--- src/rtl/debounce_filter_bank_if.sv ---
// debounce_filter_bank_if: groups the raw inputs and filtered outputs of the
// debounce filter bank. master = control logic / stimulus side, slave = filter.
interface debounce_filter_bank_if #(
  parameter int CH_NUM = 4
);
  logic [CH_NUM-1:0] iSignal;
  logic [CH_NUM-1:0] oLevel;
  logic [CH_NUM-1:0] oRise;
  logic [CH_NUM-1:0] oFall;
  logic              oAny;

  modport master (
    output iSignal,
    input  oLevel,
    input  oRise,
    input  oFall,
    input  oAny
  );

  modport slave (
    input  iSignal,
    output oLevel,
    output oRise,
    output oFall,
    output oAny
  );
endinterface

--- src/rtl/debounce_filter_bank.sv ---
// debounce_filter_bank: CH_NUM independent debounce filters. A channel's level
// only moves after FILTER_NUM consecutive samples disagree with it; each
// accepted change emits a one-cycle rise or fall pulse aligned with the level.
// Optional macro DEBOUNCE_SYNC_EN inserts a two-flop synchroniser per channel
// in front of the sample register (+2 cycles latency).
module debounce_filter_bank #(
  parameter int   CH_NUM     = 4,
  parameter int   FILTER_NUM = 10,
  parameter logic INIT_LEVEL = 1'b1
) (
  input logic                    CLK,
  input logic                    RST_n,
  debounce_filter_bank_if.slave  bus
);

  localparam int CNT_W = (FILTER_NUM > 1) ? $clog2(FILTER_NUM) : 1;
  localparam logic [CNT_W-1:0] CNT_MAX = CNT_W'(FILTER_NUM - 1);

  logic [CH_NUM-1:0] lvl_vec;
  logic [CH_NUM-1:0] rise_vec;
  logic [CH_NUM-1:0] fall_vec;

  genvar gi;
  generate
    for (gi = 0; gi < CH_NUM; gi++) begin : g_ch
      logic             smp_in;
      logic             smp_q;
      logic             lvl_q,  lvl_d;
      logic [CNT_W-1:0] cnt_q,  cnt_d;
      logic             rise_q, rise_d;
      logic             fall_q, fall_d;

`ifdef DEBOUNCE_SYNC_EN
      logic [1:0] sync_q;

      // Two-flop synchroniser, idles at the reset level so release is quiet
      always_ff @(posedge CLK or negedge RST_n) begin
        if (!RST_n) sync_q <= {2{INIT_LEVEL}};
        else        sync_q <= {sync_q[0], bus.iSignal[gi]};
      end

      assign smp_in = sync_q[1];
`else
      assign smp_in = bus.iSignal[gi];
`endif

      // Sample register: the value the filter compares against the level
      always_ff @(posedge CLK or negedge RST_n) begin
        if (!RST_n) smp_q <= INIT_LEVEL;
        else        smp_q <= smp_in;
      end

      // Next state: count disagreeing samples, accept on the FILTER_NUM-th
      always_comb begin
        lvl_d  = lvl_q;
        cnt_d  = '0;
        rise_d = 1'b0;
        fall_d = 1'b0;
        if (smp_q != lvl_q) begin
          if (cnt_q == CNT_MAX) begin
            lvl_d  = smp_q;
            rise_d = smp_q;
            fall_d = ~smp_q;
          end else begin
            cnt_d = cnt_q + 1'b1;
          end
        end
      end

      // Level, counter and pulse registers; reset discards any partial count
      always_ff @(posedge CLK or negedge RST_n) begin
        if (!RST_n) begin
          lvl_q  <= INIT_LEVEL;
          cnt_q  <= '0;
          rise_q <= 1'b0;
          fall_q <= 1'b0;
        end else begin
          lvl_q  <= lvl_d;
          cnt_q  <= cnt_d;
          rise_q <= rise_d;
          fall_q <= fall_d;
        end
      end

      assign lvl_vec[gi]  = lvl_q;
      assign rise_vec[gi] = rise_q;
      assign fall_vec[gi] = fall_q;
    end
  endgenerate

  assign bus.oLevel = lvl_vec;
  assign bus.oRise  = rise_vec;
  assign bus.oFall  = fall_vec;
  assign bus.oAny   = |{rise_vec, fall_vec};

endmodule

--- src/flat_wrapper.sv ---
// flat-port wrapper written by rule: the top's interface ports become plain ports
module debounce_filter_bank_flat 
#(
  parameter int   CH_NUM     = 4,
  parameter int   FILTER_NUM = 10,
  parameter logic INIT_LEVEL = 1'b1
)
  (CLK, RST_n, bus_iSignal, bus_oLevel, bus_oRise, bus_oFall, bus_oAny);
  debounce_filter_bank_if #(.CH_NUM(CH_NUM)) bus_i ();
  input logic CLK;
  input logic RST_n;
  input wire logic [$bits(bus_i.iSignal)-1:0] bus_iSignal;
  output wire logic [$bits(bus_i.oLevel)-1:0] bus_oLevel;
  output wire logic [$bits(bus_i.oRise)-1:0] bus_oRise;
  output wire logic [$bits(bus_i.oFall)-1:0] bus_oFall;
  output wire logic [$bits(bus_i.oAny)-1:0] bus_oAny;
  assign bus_i.iSignal = bus_iSignal;
  assign bus_oLevel = bus_i.oLevel;
  assign bus_oRise = bus_i.oRise;
  assign bus_oFall = bus_i.oFall;
  assign bus_oAny = bus_i.oAny;
  debounce_filter_bank #(.CH_NUM(CH_NUM), .FILTER_NUM(FILTER_NUM), .INIT_LEVEL(INIT_LEVEL)) u_core (.CLK(CLK), .RST_n(RST_n), .bus(bus_i));
endmodule
--- config.mk ---
export PLATFORM = sky130hd
export DESIGN_NAME = debounce_filter_bank_flat
export DESIGN_NICKNAME = d
export VERILOG_FILES = /design/src/rtl/debounce_filter_bank_if.sv /design/src/rtl/debounce_filter_bank.sv /design/src/flat_wrapper.sv
export SDC_FILE = /design/constraint.sdc
export NUM_CORES = 1
export LEC_CHECK = 0
export ABC_AREA = 1
export CORE_MARGIN = 2
export CORE_UTILIZATION = 57
export CTS_CLUSTER_SIZE = 8
export DETAILED_ROUTE_END_ITERATION = 8
export PLACE_DENSITY_LB_ADDON = 0.08
export SLEW_MARGIN = 20
export SYNTH_ARGS = -nofsm -noshare
export SYNTH_HDL_FRONTEND = slang
export SYNTH_SLANG_ARGS = --single-unit
--- constraint.sdc ---
create_clock -name CLK -period 3.1 [get_ports CLK]
set_clock_uncertainty 0.05 [all_clocks]
set_input_delay 0.775 -clock CLK [delete_from_list [all_inputs] [get_ports CLK]]
set_output_delay 0.775 -clock CLK [all_outputs]
set_load 0.05 [all_outputs]
==> reports/results.ini, run 1 <==
[clocking]
post_cts_setup_bufs=0
cts-root-buf=sky130_fd_sc_hd__clkbuf_4
tritoncts.num_buffers=5
clk_pin_slew_worst_paths_ns=0.10
cts_max_path_buffers=2
tritoncts=done
numClockSinks=32
cts.hold.buffers_added=0
insertion_delay_ns=0.33
cts.htree.levels=2
count_of_instances_resized_after_the_clock_tree_is_built=0

[global_route]
grt_pass1_vias=961
first_pass_grt_wire_length_um=4040
globalRouteTotalUtil=0.208
antenna_violations_before_repair=0
gr-total-overflow=0
grt_start_max_net_pins=33

[final_layout]
finalNonFillerCells=194
antenna-diode-count=0
areaGrowthSynthToFinish_pct=13.8
finalNetCount=177
layout.cell_area.non_filler_um2=1600
post_route_cells_drive_above_1_share=0.114

[power_and_ir_drop]
power_density_nw_per_um2=525
peakVddDrop_v=0.000472
leakage_uw=0.000774

[worst_setup_path]
crit_path_max_incr_delay_ns=0.81
worstSetupPathType=reg2out
arrival_ns=1.73
crit_chain=clkdlybuf4s50_1
cpLargestDelayFamily=buffers and inverters
endpoint_kind=output port
worst-endpoint-required_ns=2.27
critical_path_maximum_fanout=5
timing.critical_path.buf_inv=1
type_of_origin_of_the_critical_path=register
critical_path.slowest_cell=sky130_fd_sc_hd__clkdlybuf4s50_1

[synthesis]
synth_top_cell_area_share=0.427
synth.avg_cell_area_um2=9.31
synth.yosys.warnings=0
ys_ff_latch=32
syn_area_um2=1410
yosys_most_used_dff=sky130_fd_sc_hd__dfrtp_1
syn-instance-count=151
number_of_unique_standard_cell_types_used_by_synthesis=16
seq_area_frac_synth=0.577
synth_top_area_cell=sky130_fd_sc_hd__dfrtp_1
number_of_enable_type_register_cells_in_the_synthesized_netlist=0
synth_most_common_cell=sky130_fd_sc_hd__nor2_1
synth_top_cells_by_area=sky130_fd_sc_hd__dfrtp_1 43%, sky130_fd_sc_hd__dfstp_2 15%, sky130_fd_sc_hd__nor2_1 8.8%
async_flop_share=1.00
yosys-top-cells-count=33 x sky130_fd_sc_hd__nor2_1, 28 x sky130_fd_sc_hd__nand2_1, 24 x sky130_fd_sc_hd__dfrtp_1
mappedNetlistNets=163

[route]
maxUsedRoutingLayer=met4
count_of_unresolved_drc_violations_after_routing=0
num_vias=959
wl_met3_um=144
detailedRoute.firstIterationViolations=19
route.detailed.vias_per_inst=4.94
met1Wirelength_um=952
finalWirelength_um=2260
drt_pre_antenna_iters=5
dr_wl_met2_um=1120
final_antenna_net_count=0
wire_per_inst_um=11.6

[sta]
timing.final.crit_share=0.824
unrepaired_setup_endpoints_after_global_routing=no
max_freq_mhz=392
final_period_minus_worst_setup_slack_ns=2.55
hold_slack_ns=0.447
final-max-slew-violation-count=0
hold_violations=0
tns_ns=0
slew_headroom=0.652
setup_viol=0
max_slew.worst_pin.slew_ns=0.520

[place]
place.gp.congestion=0.759
buffer_ports.inserted=18
numPlacedInstances=186
hpwlAfterDp_um=1610
dpl-instance-area_um2=1540

[floorplanning]
floorplan.die.width_um=53.7
floorplan.die_area_um2=2880
boundaryPins=19
floorplan.rows=17
core_area_um2=2280
initial_utilization=0.618
chipHeight_um=53.7

[run]
count_of_maximum_capacitance_violations=0

[worst_hold_path]
hold_class=reg2reg

[run_status]
status=complete, no violations

[sequential cells by signal, summed over array words and instances (netlist names)]
signal,flops
u_core.g_ch.rise_q,4
u_core.g_ch.lvl_q,4
u_core.g_ch.smp_q,4
u_core.g_ch.fall_q,4
u_core.g_ch.cnt_q,16
[cell type report]
type,count,area [um2]
tap,28,35.0
clock buffer,6,51.3
timing repair buffer,19,188
sequential,32,811
inverter,18,67.6
fill,170,676
multi-input combinational,89,438
clock inverter,2,10.0
[stage by stage]
step | total power (uW) | setup slack [ns] | utilization
final | 839 | 0.546 | 0.703
after global routing | 898 | 0.486 | 0.703
after CTS | 852 | 0.532 | 0.703
after detailed placement | 600 | 0.919 | 0.676
after global placement | 589 | 0.925 | 0.676
after floorplan | 563 | 1.34 | -
[layer usage]
layer	track usage	vias to the layer above
met3	0.100	5
li1	-	475
met5	0	-
met2	0.329	33
met4	0.107	0
met1	0.232	446
[cells in the final DEF, fill, tap and decap left out, types with 2 or more instances in the layout]
cell / n
sky130_fd_sc_hd__nor2_1: 33
sky130_fd_sc_hd__nand2_1: 28
sky130_fd_sc_hd__dfrtp_1: 24
sky130_fd_sc_hd__clkdlybuf4s50_1: 18
sky130_fd_sc_hd__inv_1: 17
sky130_fd_sc_hd__nand3_1: 8
sky130_fd_sc_hd__dfstp_2: 8
sky130_fd_sc_hd__ha_1: 6
sky130_fd_sc_hd__clkbuf_4: 5
sky130_fd_sc_hd__xnor2_1: 3
sky130_fd_sc_hd__nand4_1: 3
sky130_fd_sc_hd__o21ai_0: 3
sky130_fd_sc_hd__xor2_1: 2
sky130_fd_sc_hd__clkinv_2: 2
[path summary, 6_finish.rpt]
kind                                                         from                                end  slack, ns  depth (start not counted)
worst max register to register  u_core.g_ch[2].cnt_q[0]$_DFF_PN0_  u_core.g_ch[2].cnt_q[2]$_DFF_PN0_       1.92                          4
min in group asynchronous                                   RST_n  u_core.g_ch[0].cnt_q[3]$_DFF_PN0_       0.77                          2
worst max-delay path             u_core.g_ch[2].lvl_q$_DFFE_PN1P_                      bus_oLevel[2]       0.55                          1
max in group asynchronous                                   RST_n     u_core.g_ch[3].smp_q$_DFF_PN1_       1.89                          2
worst min-delay path            u_core.g_ch[3].cnt_q[0]$_DFF_PN0_  u_core.g_ch[3].cnt_q[0]$_DFF_PN0_       0.45                          1
worst min register to register  u_core.g_ch[3].cnt_q[0]$_DFF_PN0_  u_core.g_ch[3].cnt_q[0]$_DFF_PN0_       0.45                          1
[where the power goes]
| group | total (uW) | internal (uW) | leakage [uW] | switching [uW] |
|---|---|---|---|---|
| logic | 105 | 42.9 | 0.000328 | 62.3 |
| registers | 487 | 453 | 0.000408 | 33.6 |
| clock network | 248 | 108 | 0.0000380 | 140 |
[logic make-up after synthesis]
group,after synthesis,share of synthesized area
buffers and inverters,30,0.112
AND/OR/NAND/NOR,74,0.213
XOR/XNOR,5,0.0311
AO/OA/AOI/OAI,4,0.0142
flip-flops,32,0.577
adder cells (fa/ha/maj),6,0.0534
(Power assumes the default switching activity.)
==> run 2, diff against run 1 <==
Settings changed: CORE_UTILIZATION 57 to 48.
Clock period 3.1 ns to 2.07 ns, I/O delays scaled along.
==> run 2 against run 1 <==
Compared with the run above:
- combinational power is 45% higher
- core utilization shrank 13 points
- non-clock buffer count unchanged
- register-to-register slack worse by 1.0 ns
- critical path depth is 2 higher
- flip-flop and latch count is the same
- power increased by 48%
- critical path type unchanged
- largest power group unchanged
==> reports/results.ini, run 2 (synthesis gave the netlist of run 1 again) <==
[final_layout]
finalCoreUtilization=0.571
final_common_cell=sky130_fd_sc_hd__nor2_1
largest_register_ff_count=16
post_route_cells_drive_above_1_share=0.157
final_cell_mix=33 x sky130_fd_sc_hd__nor2_1, 28 x sky130_fd_sc_hd__nand2_1, 24 x sky130_fd_sc_hd__dfrtp_1
max_flop_register=u_core.g_ch.cnt_q
finalNetCount=177
antenna-diode-count=0
areaGrowthSynthToFinish_pct=13.0

[global_route]
antenna_violations_before_repair=0
grt_pass1_vias=940
grt_start_max_net_pins=33
gr-total-overflow=0
first_pass_grt_wire_length_um=3750
globalRouteTotalUtil=0.153

[run_status]
status=complete, no violations

[route]
num_vias=949
detailedRoute.firstIterationViolations=41
drt_pre_antenna_iters=4
finalWirelength_um=2130
route.detailed.vias_per_inst=4.82
final_antenna_net_count=0
wire_per_inst_um=10.8
count_of_unresolved_drc_violations_after_routing=0

[clocking]
tritoncts=done
cts.hold.buffers_added=0
cts_max_path_buffers=2
insertion_delay_ns=0.32
cts-root-buf=sky130_fd_sc_hd__clkbuf_4
clk_pin_slew_worst_paths_ns=0.09
cts.htree.levels=2
post_cts_setup_bufs=0
tritoncts.num_buffers=5
count_of_instances_resized_after_the_clock_tree_is_built=0
numClockSinks=32

[sta]
hold_violations=0
tns_ns=0
final-max-slew-violation-count=0
final_period_minus_worst_setup_slack_ns=1.75
timing.final.crit_share=0.844
setup_viol=0
slew_headroom=0.667
setup_ws_ns=0.322
hold_slack_ns=0.448
max_freq_mhz=572
unrepaired_setup_endpoints_after_global_routing=no
max_slew.worst_pin.slew_ns=0.499

[run]
count_of_maximum_capacitance_violations=0

[worst_setup_path]
crit_chain=nor2_1 -> nand4_1 -> buf_4
type_of_origin_of_the_critical_path=register
worst-endpoint-required_ns=1.50
arrival_ns=1.18
critical_path.slowest_cell=sky130_fd_sc_hd__dfrtp_1
crit_path_max_incr_delay_ns=0.39
endpoint_kind=output port
worstSetupPathType=reg2out
critical_path_maximum_fanout=2

[floorplanning]
floorplan.die.width_um=58.1
chipHeight_um=58.1
boundaryPins=19
floorplan.rows=19
floorplan.die_area_um2=3380
core_area_um2=2780
initial_utilization=0.506

[power_and_ir_drop]
leakage_uw=0.000862
peakVddDrop_v=0.000608
power_density_nw_per_um2=782

[place]
place.gp.congestion=0.779
buffer_ports.inserted=18
place_ws_ns=0.374
hpwlAfterDp_um=1500

[worst_hold_path]
hold_class=reg2reg

[run 2: cell count changes in the layout (fill, tap and decap cells not counted)]
cell                              delta
sky130_fd_sc_hd__clkdlybuf4s50_1    -13
sky130_fd_sc_hd__clkbuf_1            +2
sky130_fd_sc_hd__clkinv_2            -2
sky130_fd_sc_hd__dlymetal6s2s_1      +4
sky130_fd_sc_hd__buf_4               +9
[run 2: final timing paths]
check	startpoint	slack [ns]	end	depth (start not counted)
min reg2reg	u_core.g_ch[1].smp_q$_DFF_PN1_	0.45	u_core.g_ch[1].lvl_q$_DFFE_PN1P_	2
min	u_core.g_ch[1].smp_q$_DFF_PN1_	0.45	u_core.g_ch[1].lvl_q$_DFFE_PN1P_	2
max reg2reg	u_core.g_ch[3].cnt_q[1]$_DFF_PN0_	0.90	u_core.g_ch[3].cnt_q[0]$_DFF_PN0_	5
min in group asynchronous	RST_n	0.52	u_core.g_ch[3].cnt_q[1]$_DFF_PN0_	2
max in group asynchronous	RST_n	1.12	u_core.g_ch[2].lvl_q$_DFFE_PN1P_	2
max	u_core.g_ch[3].rise_q$_DFF_PN0_	0.32	bus_oAny	3
[run 2: metrics by stage]
step / instance area (um2) / total power (uW) / std cells
after floorplan: 1410 / 843 / 151
after global placement: 1520 / 884 / 189
after detailed placement: 1520 / 892 / 189
after CTS: 1580 / 1270 / 197
after global routing: 1590 / 1330 / 197
final: 1590 / 1240 / 197
[run 2: critical path: cells and delay by family (launching register included)]
kind	cells	cell delay, ns
buffers and inverters	1	0.20
DFF	1	0.39
and+or+nand+nor	2	0.27
[run 2: metal layers]
metal,vias to the layer above,global-route usage,share of wire
li1,482,-,-
met1,448,0.172,0.44
met2,15,0.260,0.51
met3,4,0.0469,0.039
met5,-,0,0
met4,0,0.0797,0.012
[run 2: final cells by class]
class,instances,area (um2)
Fill cell,234,1190
Sequential cell,32,811
Multi-Input combinational cell,89,438
Timing Repair Buffer,19,175
Inverter,18,67.6
Clock buffer,8,58.8
Tap cell,31,38.8
[run 2: power by group]
group / internal, uW / switching (uW) / leakage [uW]
combinational: 61.3 / 91.0 / 0.000421
sequential: 678 / 48.7 / 0.000408
clock: 168 / 195 / 0.0000326
total: 907 / 335 / 0.000862
==> variant: new RTL, config.mk and constraints of run 1 <==
`INIT_LEVEL` is set to 1'b1 in 2 places; all go to 1'b0.
--- a/src/rtl/debounce_filter_bank.sv
+++ b/src/rtl/debounce_filter_bank.sv
@@ -7,5 +7,5 @@
   parameter int   CH_NUM     = 4,
   parameter int   FILTER_NUM = 10,
-  parameter logic INIT_LEVEL = 1'b1
+  parameter logic INIT_LEVEL = 1'b0
 ) (
   input logic                    CLK,
--- a/src/flat_wrapper.sv
+++ b/src/flat_wrapper.sv
@@ -4,5 +4,5 @@
   parameter int   CH_NUM     = 4,
   parameter int   FILTER_NUM = 10,
-  parameter logic INIT_LEVEL = 1'b1
+  parameter logic INIT_LEVEL = 1'b0
 )
   (CLK, RST_n, bus_iSignal, bus_oLevel, bus_oRise, bus_oFall, bus_oAny);
Behaviour: not the same (a bounded check fails within 4 cycles, from zero or initial values and one cycle with RST_n low).
==> variant against run 1 <==
Clock power fell by 2%. Via count down 0.83%. Power is 1.2% lower. Sequential share of layout area down 0.23 points. Cell area fell by 0.78%. Worst hold slack gained 4.0 ps. Worst setup slack gained 75 ps. Wire length decreased by 0.75%. Synthesized area is 0.71% lower. Sequential cell count is the same.
==> variant: results (changes against run 1) <==
Vias per cell - 4.90 (was 4.94)
Rel. slew slack - 65.4% (was 65.2%)
Routability cong. - 0.705 (was 0.759)
Setup slack after placement - 983 ps (was 919 ps)
RR Startpoint - u_core.g_ch[3].cnt_q[1] (was u_core.g_ch[2].cnt_q[0])
Overall Global Routing Usage - 20.0% (was 20.8%)
Worst setup path end - bus_oAny (was bus_oLevel[2])
I/O Buffers - 18 (unchanged)
R2r endpoint - u_core.g_ch[3].cnt_q[2] (was u_core.g_ch[2].cnt_q[2])
Starting DRC count in detailed routing - 18 (was 19)
Peak supply drop - 0.000422 V (was 0.000472 V)
Status - finished, final reports clean (unchanged)
Synth area leaders - dfrtp_1 57%, nor2_1 8.9%, nand2_1 7.5%, buf_4 6.5%, ha_1 5.4% (was dfrtp_1 43%, dfstp_2 15%, nor2_1 8.8%, nand2_1 7.5%, buf_4 6.4%)
Sequential area share after synthesis - 57.3% (was 57.7%)
Worst-path fanout max - 2 (was 5)
Vias in the first global route - 965 (was 961)
H-tree depth - 2 (unchanged)
Final Critical Period - 2480 ps (was 2550 ps)
Post-synthesis xor/xnor area fraction - 3.14% (was 3.11%)
Compound-cell area share of the yosys netlist - 1.43% (was 1.42%)
Clock Path Buffers - 2 (unchanged)
CP Data Arrival Time - 1650 ps (was 1730 ps)
Pleak - 0.788 nW (was 0.774 nW)
CP Launch Point - u_core.g_ch[2].rise_q (was u_core.g_ch[2].lvl_q)
# fillers - 176 (was 170)
Synth Area in Adders - 5.38% (was 5.34%)
Drt wl/cell - 11.6 um (about the same)
Skew-Pair Late Insertion Delay - 320 ps
First-pass GRT wire length - 3.81 mm (was 4.04 mm)
Reg2reg path depth - 5 (was 4)
Commonest cells post-synth - 33 x nor2_1, 32 x dfrtp_1, 28 x nand2_1, 17 x inv_1, 12 x buf_4 (was 33 x nor2_1, 28 x nand2_1, 24 x dfrtp_1, 17 x inv_1, 12 x buf_4)
Library cells used by synthesis - 15 (was 16)
Layout cells sized above 1 - 5.42% (was 11.4%)
==> variant: how the worst min path moves through the flow <==
stage	end	cells past startpoint	startpoint	slack (ps)
floorplan	u_core.g_ch[3].cnt_q[0]	1	u_core.g_ch[3].cnt_q[0]	410
global placement	u_core.g_ch[0].cnt_q[0]	1	u_core.g_ch[0].cnt_q[0]	420
detailed placement	u_core.g_ch[3].cnt_q[0]	1	u_core.g_ch[3].cnt_q[0]	440
CTS	u_core.g_ch[3].cnt_q[0]	1	u_core.g_ch[3].cnt_q[0]	450
global route	u_core.g_ch[0].cnt_q[0]	1	u_core.g_ch[0].cnt_q[0]	480
finish	u_core.g_ch[3].cnt_q[0]	1	u_core.g_ch[3].cnt_q[0]	450
==> variant: cell type report <==
class	count	area [um^2]	area share (%)
flip-flops and latches	32	801	50.4
multi-input cells	89	438	27.6
repair buffers	19	188	11.8
inverters	18	67.6	4.26
clock buffers	8	58.8	3.70
well taps	28	35.0	2.21
==> variant: stage by stage <==
step	cells	hold slack [ps]	power (mW)	instance area (um^2)	utilization, %
floorplan	151	407	0.558	1400	-
global placement	186	424	0.585	1530	67.8
detailed placement	186	436	0.596	1530	67.8
CTS	194	449	0.841	1590	70.4
global route	194	482	0.881	1590	70.4
finish	194	451	0.829	1590	70.4
==> variant: routing by layer <==
| metal | part of all wire [%] | GRT usage, % |
|---|---|---|
| met1 | 42 | 19.6 |
| met4 | 1.7 | 12.4 |
| met5 | 0 | 0 |
| met2 | 51 | 35.0 |
| met3 | 5.5 | 7.63 |
==> variant: report_power, final <==
group          total (mW)  switching [mW]  internal (mW)  leakage (nW)
Clock               0.243           0.131          0.112        0.0326
Sequential          0.482          0.0340          0.448         0.427
Combinational       0.104          0.0616         0.0428         0.328
